### src/rtl/led_pkg.sv
// ---------------------------------------------------------------------------
// led_pkg
// Shared definitions for the LED PWM display block.
//   LED_W     : number of board LEDs driven by the block
//   state_t   : handshake / hold state machine states
//   LED_DARK  : level that turns every LED off
//   to_drive(): maps a lit pattern (1 = lit) onto the board drive polarity
// Configuration macro: LED_ACTIVE_LOW_EN
//   defined   -> LEDs are lit by driving 0, dark level is all ones
//   undefined -> LEDs are lit by driving 1, dark level is all zeros
// ---------------------------------------------------------------------------
package led_pkg;

  localparam int LED_W = 6;

  typedef enum logic {
    IDLE = 1'b0,
    HOLD = 1'b1
  } state_t;

`ifdef LED_ACTIVE_LOW_EN
  localparam logic [LED_W-1:0] LED_DARK = {LED_W{1'b1}};
`else
  localparam logic [LED_W-1:0] LED_DARK = {LED_W{1'b0}};
`endif

  // XOR with the dark level flips the pattern only for active-low boards.
  function automatic logic [LED_W-1:0] to_drive(input logic [LED_W-1:0] lit);
    return lit ^ LED_DARK;
  endfunction

endpackage

### src/rtl/led_pwm_display_pwm_gen.sv
// ---------------------------------------------------------------------------
// pwm_gen
// Free-running PWM counter with a single brightness enable output.
//   clk_4_5 : clock, rising edge
//   reset   : asynchronous active-high reset, counter returns to 0
//   pwm_en  : high while the counter is below DUTY
// Parameters:
//   PWM_BITS : counter width, period is 2^PWM_BITS cycles
//   DUTY     : lit cycles per period (0 .. 2^PWM_BITS)
// ---------------------------------------------------------------------------
module pwm_gen #(
  parameter int                PWM_BITS = 4,
  parameter logic [PWM_BITS:0] DUTY     = 4
) (
  input  logic clk_4_5,
  input  logic reset,
  output logic pwm_en
);

  logic [PWM_BITS-1:0] pwm_cnt;

  // The counter is never restarted by traffic, so brightness stays
  // steady regardless of how often the pattern changes.
  always_ff @(posedge clk_4_5 or posedge reset) begin
    if (reset) begin
      pwm_cnt <= '0;
    end else begin
      pwm_cnt <= pwm_cnt + PWM_BITS'(1);
    end
  end

  // Compare one bit wider than the counter so DUTY = 2^PWM_BITS is
  // always true and DUTY = 0 is always false.
  assign pwm_en = ({1'b0, pwm_cnt} < DUTY);

endmodule

### src/rtl/led_pwm_display.sv
// ---------------------------------------------------------------------------
// led_pwm_display
// Accepts a 6-bit LED pattern over a valid/ready handshake, then refuses
// further updates for HOLD_CYCLES cycles, and shows the stored pattern on
// the board LEDs dimmed by a free-running PWM.
// Ports:
//   clk_4_5    : clock, rising edge
//   reset      : asynchronous active-high reset
//   data_in    : LED pattern from the upstream stage
//   data_valid : data_in is valid this cycle
//   data_ready : block accepts data_in this cycle (registered)
//   leds       : PWM-modulated pattern to the board LEDs (registered)
// Parameters: PWM_BITS, DUTY (passed to pwm_gen), HOLD_CYCLES (1..65535)
// Configuration macro: LED_ACTIVE_LOW_EN (selects LED drive polarity)
// ---------------------------------------------------------------------------
module led_pwm_display
  import led_pkg::*;
#(
  parameter int                PWM_BITS    = 4,
  parameter logic [PWM_BITS:0] DUTY        = 4,
  parameter int                HOLD_CYCLES = 16
) (
  input  logic             clk_4_5,
  input  logic             reset,
  input  logic [LED_W-1:0] data_in,
  input  logic             data_valid,
  output logic             data_ready,
  output logic [LED_W-1:0] leds
);

  localparam logic [15:0] HOLD_LOAD = 16'(HOLD_CYCLES);

  state_t           state;
  state_t           state_next;
  logic [15:0]      hold_cnt;
  logic [15:0]      hold_cnt_next;
  logic [LED_W-1:0] pattern;
  logic             pwm_en;
  logic             transfer;

  pwm_gen #(
    .PWM_BITS (PWM_BITS),
    .DUTY     (DUTY)
  ) u_pwm_gen (
    .clk_4_5 (clk_4_5),
    .reset   (reset),
    .pwm_en  (pwm_en)
  );

  assign transfer = data_valid & data_ready;

  // State and hold counter registers.
  always_ff @(posedge clk_4_5 or posedge reset) begin
    if (reset) begin
      state    <= IDLE;
      hold_cnt <= '0;
    end else begin
      state    <= state_next;
      hold_cnt <= hold_cnt_next;
    end
  end

  // Leave HOLD on the edge where the counter hits 0; together with the
  // registered ready decode this keeps ready low for exactly HOLD_CYCLES.
  always_comb begin
    state_next    = state;
    hold_cnt_next = hold_cnt;
    case (state)
      IDLE: begin
        if (transfer) begin
          state_next    = HOLD;
          hold_cnt_next = HOLD_LOAD;
        end
      end
      HOLD: begin
        hold_cnt_next = hold_cnt - 16'd1;
        if (hold_cnt <= 16'd1) begin
          state_next    = IDLE;
          hold_cnt_next = '0;
        end
      end
      default: begin
        state_next    = IDLE;
        hold_cnt_next = '0;
      end
    endcase
  end

  // Ready is decoded from the next state so it is a clean flop output;
  // reset holds it low so nothing is accepted before the first edge.
  always_ff @(posedge clk_4_5 or posedge reset) begin
    if (reset) begin
      data_ready <= 1'b0;
    end else begin
      data_ready <= (state_next == IDLE);
    end
  end

  // Pattern only changes as a whole word on an accepted transfer.
  always_ff @(posedge clk_4_5 or posedge reset) begin
    if (reset) begin
      pattern <= '0;
    end else if (transfer) begin
      pattern <= data_in;
    end
  end

  // Output register: gated pattern mapped to board polarity. A cleared
  // pattern naturally yields the dark level until the first transfer.
  always_ff @(posedge clk_4_5 or posedge reset) begin
    if (reset) begin
      leds <= LED_DARK;
    end else begin
      leds <= to_drive(pattern & {LED_W{pwm_en}});
    end
  end

endmodule

### config.mk
export PLATFORM = sky130hd
export DESIGN_NAME = led_pwm_display
export DESIGN_NICKNAME = d
export VERILOG_FILES = /design/src/rtl/led_pkg.sv /design/src/rtl/led_pwm_display_pwm_gen.sv /design/src/rtl/led_pwm_display.sv
export SDC_FILE = /design/constraint.sdc
export NUM_CORES = 1
export LEC_CHECK = 0
export BUFFER_PORTS_ARGS = -buffer_cell sky130_fd_sc_hd__buf_2
export CAP_MARGIN = 20
export CORE_ASPECT_RATIO = 0.9
export CORE_MARGIN = 4
export CORE_UTILIZATION = 55
export CTS_BUF_LIST = sky130_fd_sc_hd__clkbuf_4 sky130_fd_sc_hd__clkbuf_8
export DETAILED_ROUTE_END_ITERATION = 6
export PLACE_DENSITY_LB_ADDON = 0.25
export REMOVE_ABC_BUFFERS = 1
export SYNTH_ARGS = -nofsm -noshare
export SYNTH_HDL_FRONTEND = slang
export SYNTH_SLANG_ARGS = --single-unit
### constraint.sdc
create_clock -name clk_4_5 -period 2.7 [get_ports clk_4_5]
set_clock_uncertainty 0.05 [all_clocks]
set_input_delay 0.27 -clock clk_4_5 [delete_from_list [all_inputs] [get_ports clk_4_5]]
set_output_delay 0.27 -clock clk_4_5 [all_outputs]
set_load 0.02 [all_outputs]
# After elaboration in Yosys (flattened, before gate mapping)

Index checks and enable logic that the tools add are counted.

Memories kept: 0
Word-level logic and storage cells: 21
Output and inout port bits: 7
Memory bits (read-only): 0
Bits in latches: 0
Bits in writable memories: 0
Input port bits: 9
Flip-flop bits (word level): 34

Eq/ne operators: 1
Order comparisons: 2
Shift operators: 0
$mul: 0
Reductions and logical operators: 0
Add/subtract/negate cells: 2
Multiplexer cells: 6
Bitwise operators: 4
Divide/modulo/power cells: 0

Operators by type and width:

| cell                                                        | number |
|---|---|
| 2-to-1 mux 16 bit                                           | 2 |
| one-hot mux 16 bit (2 select lines)                         | 1 |
| <= comparator 16 x 1 -> 1 bit (second input constant)       | 1 |
| subtractor 16 x 1 -> 16 bit (second input constant)         | 1 |
| bitwise AND 6 bit                                           | 1 |
| adder 4 x 1 -> 4 bit (second input constant)                | 1 |
| less-than comparator 4 x 3 -> 1 bit (second input constant) | 1 |
| 2-to-1 mux 1 bit                                            | 2 |
| inequality test 2 bit (second input constant)               | 1 |
| inverter 1 bit                                              | 2 |
| one-hot mux 1 bit (2 select lines)                          | 1 |
| bitwise AND 1 bit                                           | 1 |

# Longest topological paths before layout

Depth in word-level cells: 4
Gate-level depth with buffers: 6
Depth with buffers taken out: 6

# By module

From an unflattened synthesis, not the netlist that was laid out.

Cell total of the unflattened synthesis: 148
Area total of the unflattened synthesis: 1589.0 sq um

By module, submodules not included:

| module          | instances | area an instance (sq um) | sequential area each (sq um) | cells an instance |
|---|---|---|---|---|
| led_pwm_display | 1         | 1442.6                   | 750.7                        | 137 |
| pwm_gen         | 1         | 146.4                    | 100.1                        | 11 |

# Worst setup path before layout

Ideal clock, no wire load.

Path type: reg-to-reg
Start: reg hold_cnt[0]
End: reg hold_cnt[9]
Required time: 2.540 ns
Path buffers: 1
Library setup time: 0.110 ns
Cell stages (with the launch flop): 7
Setup slack: 0.928 ns
Period minus slack after synthesis: 1.772 ns
Data arrival time: 1.612 ns
Cells stage by stage: dfrtp_1 -> inv_1 -> ha_1 -> o21ai_1 -> o21ai_2 -> buf_6 -> o41ai_1

Cells in the longest elaborated chain, start to end: 3
Elaborated cells between the ends (all ways): 4
Those cells by class: add/sub (1); order compare (1); mux (2)

Ends and longest elaborated chain:

| what                                                                                | line                                         | RTL |
|---|---|---|
| from (decl)                                                                         | led_pwm_display.sv:35                        | `logic [15:0] hold_cnt;` |
| from (signal assigned)                                                              | led_pwm_display.sv:59                        | `hold_cnt <= hold_cnt_next;` |
| subtractor 16 x 1 -> 16 bit / <= comparator 16 x 1 -> 1 bit (equally long branches) | led_pwm_display.sv:76, led_pwm_display.sv:77 |  |
| 2-to-1 mux 16 bit (*)                                                               | led_pwm_display.sv:77                        | `if (hold_cnt <= 16'd1) begin` |
| one-hot mux 16 bit (2 select lines) (*)                                             | led_pwm_display.sv:68                        | `case (state)` |

Mark *: on every way between the ends. The rest lies on a longest branch, timed or not.
A chain may end at the register's enable or synchronous reset.

# Final worst setup path

Start: reg hold_cnt[0]
End: reg hold_cnt[8]

The elaborated chain is that of the path after synthesis.

==> out/results.ini <==
[status]
status = finished, final reports clean

[finish]
area.growth.synth_to_final_pct = 12.5
layout.nets = 181
drive_gt1_share_pct = 21.9
antenna_fix_cells = 0
mostFrequentLayoutCell = dfrtp_1
layout.cells.most_common_list = dfrtp_1 (34), nand2_1 (19), buf_2 (15)

[critical_path]
crit_path_max_fanout = 14
worstSetupStartpoint = hold_cnt[0]
critPathArrivalTime_ns = 2.30
worst_path_cell_chain = inv_1, ha_1, o21ai_1, o21ai_2, o311ai_0
critical_path.endpoint_type = flip-flop
required_ns = 2.88
highest_cell_delay_on_the_worst_timing_path_ns = 0.46
crit-reg2reg-launch = hold_cnt[0]
startpoint_type = flip-flop
critPathSlowestCell = dfrtp_1
worst-setup-path-type = reg -> reg

[timing]
worst_slew_pin_slew_ns = 0.679
timing_max_transition_violations_final = 0
finalCritPeriodShare_pct = 78.4
final.hold.worst_slack_ns = 0.109
post-route-min-period_ns = 2.12
setup_viol = 0
finalSetupTns_ns = 0
slew-limit-headroom_pct = 54.4
max_freq_mhz = 472
report.final.hold_viol_count = 0
setup_repair_after_global_routing_missed_its_margin = false

[route]
wl_um = 2990
num_vias = 1196
antenna_violating_nets_left = 0
number_of_remaining_drc_errors = 0
wl_per_cell_um = 14.3
drt-pass1-iter-count = 5
drt_iter0_drc = 60
routed_via_density = 5.72

[floorplanning]
floorplan.die.height_um = 59.6
chipWidth_um = 65.3
io_pins = 16
coreArea_um2 = 2790
initial_core_util_pct = 58.2
core.rowCount = 18
die-area_um2 = 3890

[global_route]
via_count_of_the_first_global_routing_pass = 1198
grt_start_max_net_pins = 35
grt_use_total_pct = 18.3
antenna_found_initial = 0
overflow = 0
global_route_wire_length_before_repair_um = 5310

[clocking]
clk_pin_slew_ns = 0.10
clock_tree.root_cell = clkbuf_4
numCtsBuffers = 5
clock-sinks = 34
ctsHtreeMaxLevel = 2
cts_buffer_depth = 2
worst_skew_pair.late_latency_ns = 0.34
cts_tree = done
postcts_resize_cnt = 0

[job]
cap_viol_max_count = 0

[min_path]
min_path_type = in -> reg
min-delay-start = data_in[0]

[logic_synthesis]
most_used_dff_post_synth = dfrtp_1
synth_edf_count = 0
synthesis.area_per_instance_um2 = 10.9
netlist_instances = 149
synth.top_cell.area_share_pct = 52.3
synth_area_um2 = 1630
synth.ff_latch_count = 34
warnings_synthesis = 0
synthTopCellsByArea = dfrtp_1 (52%), nand2_1 (4.4%), mux2_2 (4.2%), nand3_1 (3.1%), and2_1 (2.7%)
post_synth_top_area_cell = dfrtp_1
synthDistinctLibCells = 40
synth-async-reset-ratio_pct = 100
sequential_cell_area_fraction_in_the_yosys_report_pct = 52.3

[power_and_ir_drop]
ir_worst_vdd_v = 0.000448
power_density_nw_per_um2 = 493
power.leakage_uw = 0.000805

[place]
port_buffers = 15
gp_congestion = 0.831
detailed_place_hpwl_um = 2060

-- synth_stat cells (2+ instances only) --
| cell | n |
|---|---|
| dfrtp_1 | 34 |
| nand2_1 | 19 |
| nand3_1 | 10 |
| and2_1 | 7 |
| inv_1 | 7 |
| mux2_2 | 6 |
| o21ai_0 | 6 |
| a21oi_1 | 5 |
| nor2_1 | 5 |
| o211ai_1 | 4 |
| clkbuf_1 | 3 |
| ha_1 | 3 |
| nand3b_1 | 3 |
| nand4b_1 | 3 |
| o311ai_0 | 3 |
| a31oi_1 | 2 |
| nor3_1 | 2 |
| nor4_4 | 2 |
| o2111ai_1 | 2 |
| o21ai_1 | 2 |
| xor2_1 | 2 |
-- logic make-up after synthesis --
| family | synth area share (%) |
|---|---|
| AND/OR/NAND/NOR | 22.8 |
| flip-flops | 52.3 |
| AO/OA/AOI/OAI | 13.5 |
| buffers and inverters | 3.31 |
| multiplexers | 4.16 |
| XOR/XNOR | 1.62 |
| adder cells (fa/ha/maj) | 2.31 |
-- path summary, 6_finish.rpt --
check / end / slack (ns) / cells past startpoint
max: hold_cnt[8] / 0.58 / 5
min: pattern[0] / 0.11 / 2
max reg2reg: hold_cnt[8] / 0.58 / 5
min reg2reg: u_pwm_gen.pwm_cnt[3] / 0.42 / 1
max in group asynchronous: hold_cnt[4] / 1.77 / 4
min in group asynchronous: hold_cnt[13] / 0.51 / 4
-- stage by stage --
step	cell area (µm²)	total power (µW)	worst slack, ns	cells	util, %
2_1_floorplan	1600	526	0.914	144	-
3_3_place_gp	1740	535	0.670	201	62.2
3_5_place_dp	1740	536	0.563	201	62.2
4_1_cts	1830	915	0.578	209	65.5
5_1_grt	1830	938	0.361	209	65.5
6_report	1830	902	0.583	209	65.5
-- cell type report --
cell class | count | area, µm²
Timing Repair Buffer | 18 | 100
Fill cell | 240 | 963
Multi-Input combinational cell | 103 | 721
Sequential cell | 34 | 851
Tap cell | 40 | 50.0
Clock inverter | 1 | 30.0
Clock buffer | 6 | 51.3
Inverter | 7 | 26.3
-- metal layers --
metal  up-vias  track usage [%]  part of all wire, %
met5         -                0                    0
met4         0             10.4                  2.3
met3         9             5.31                  4.1
met2        25             28.0                   47
met1       576             23.3                   47
li1        586                -                    -
-- report_power, final --
| part | internal, µW | total [µW] | switching [µW] |
|---|---|---|---|
| Sequential | 509 | 509 | 0 |
| Combinational | 6.08 | 17.3 | 11.2 |
| Clock | 216 | 376 | 160 |
| Total | 730 | 902 | 171 |
-- state kept, by name, indices dropped and copies added, names as in the netlist --
name               flops
leds                   6
hold_cnt              16
state                  1
u_pwm_gen.pwm_cnt      4
data_ready             1
pattern                6
-- repair_timing --
action                                 4_1_cts  5_1_grt
endpoints found under the hold margin       34        0
buffers inserted                             0        0
hold buffers                                 1        0
-- worst max-delay path: cells and delay by family, from the launching register on --
family	cells	cell delay, ns
AOI/OAI and AO/OA	3	1.17
buffers and inverters	1	0.07
DFF	1	0.46
adders and majority gates	1	0.27
Power figures use the tool's default switching activity.
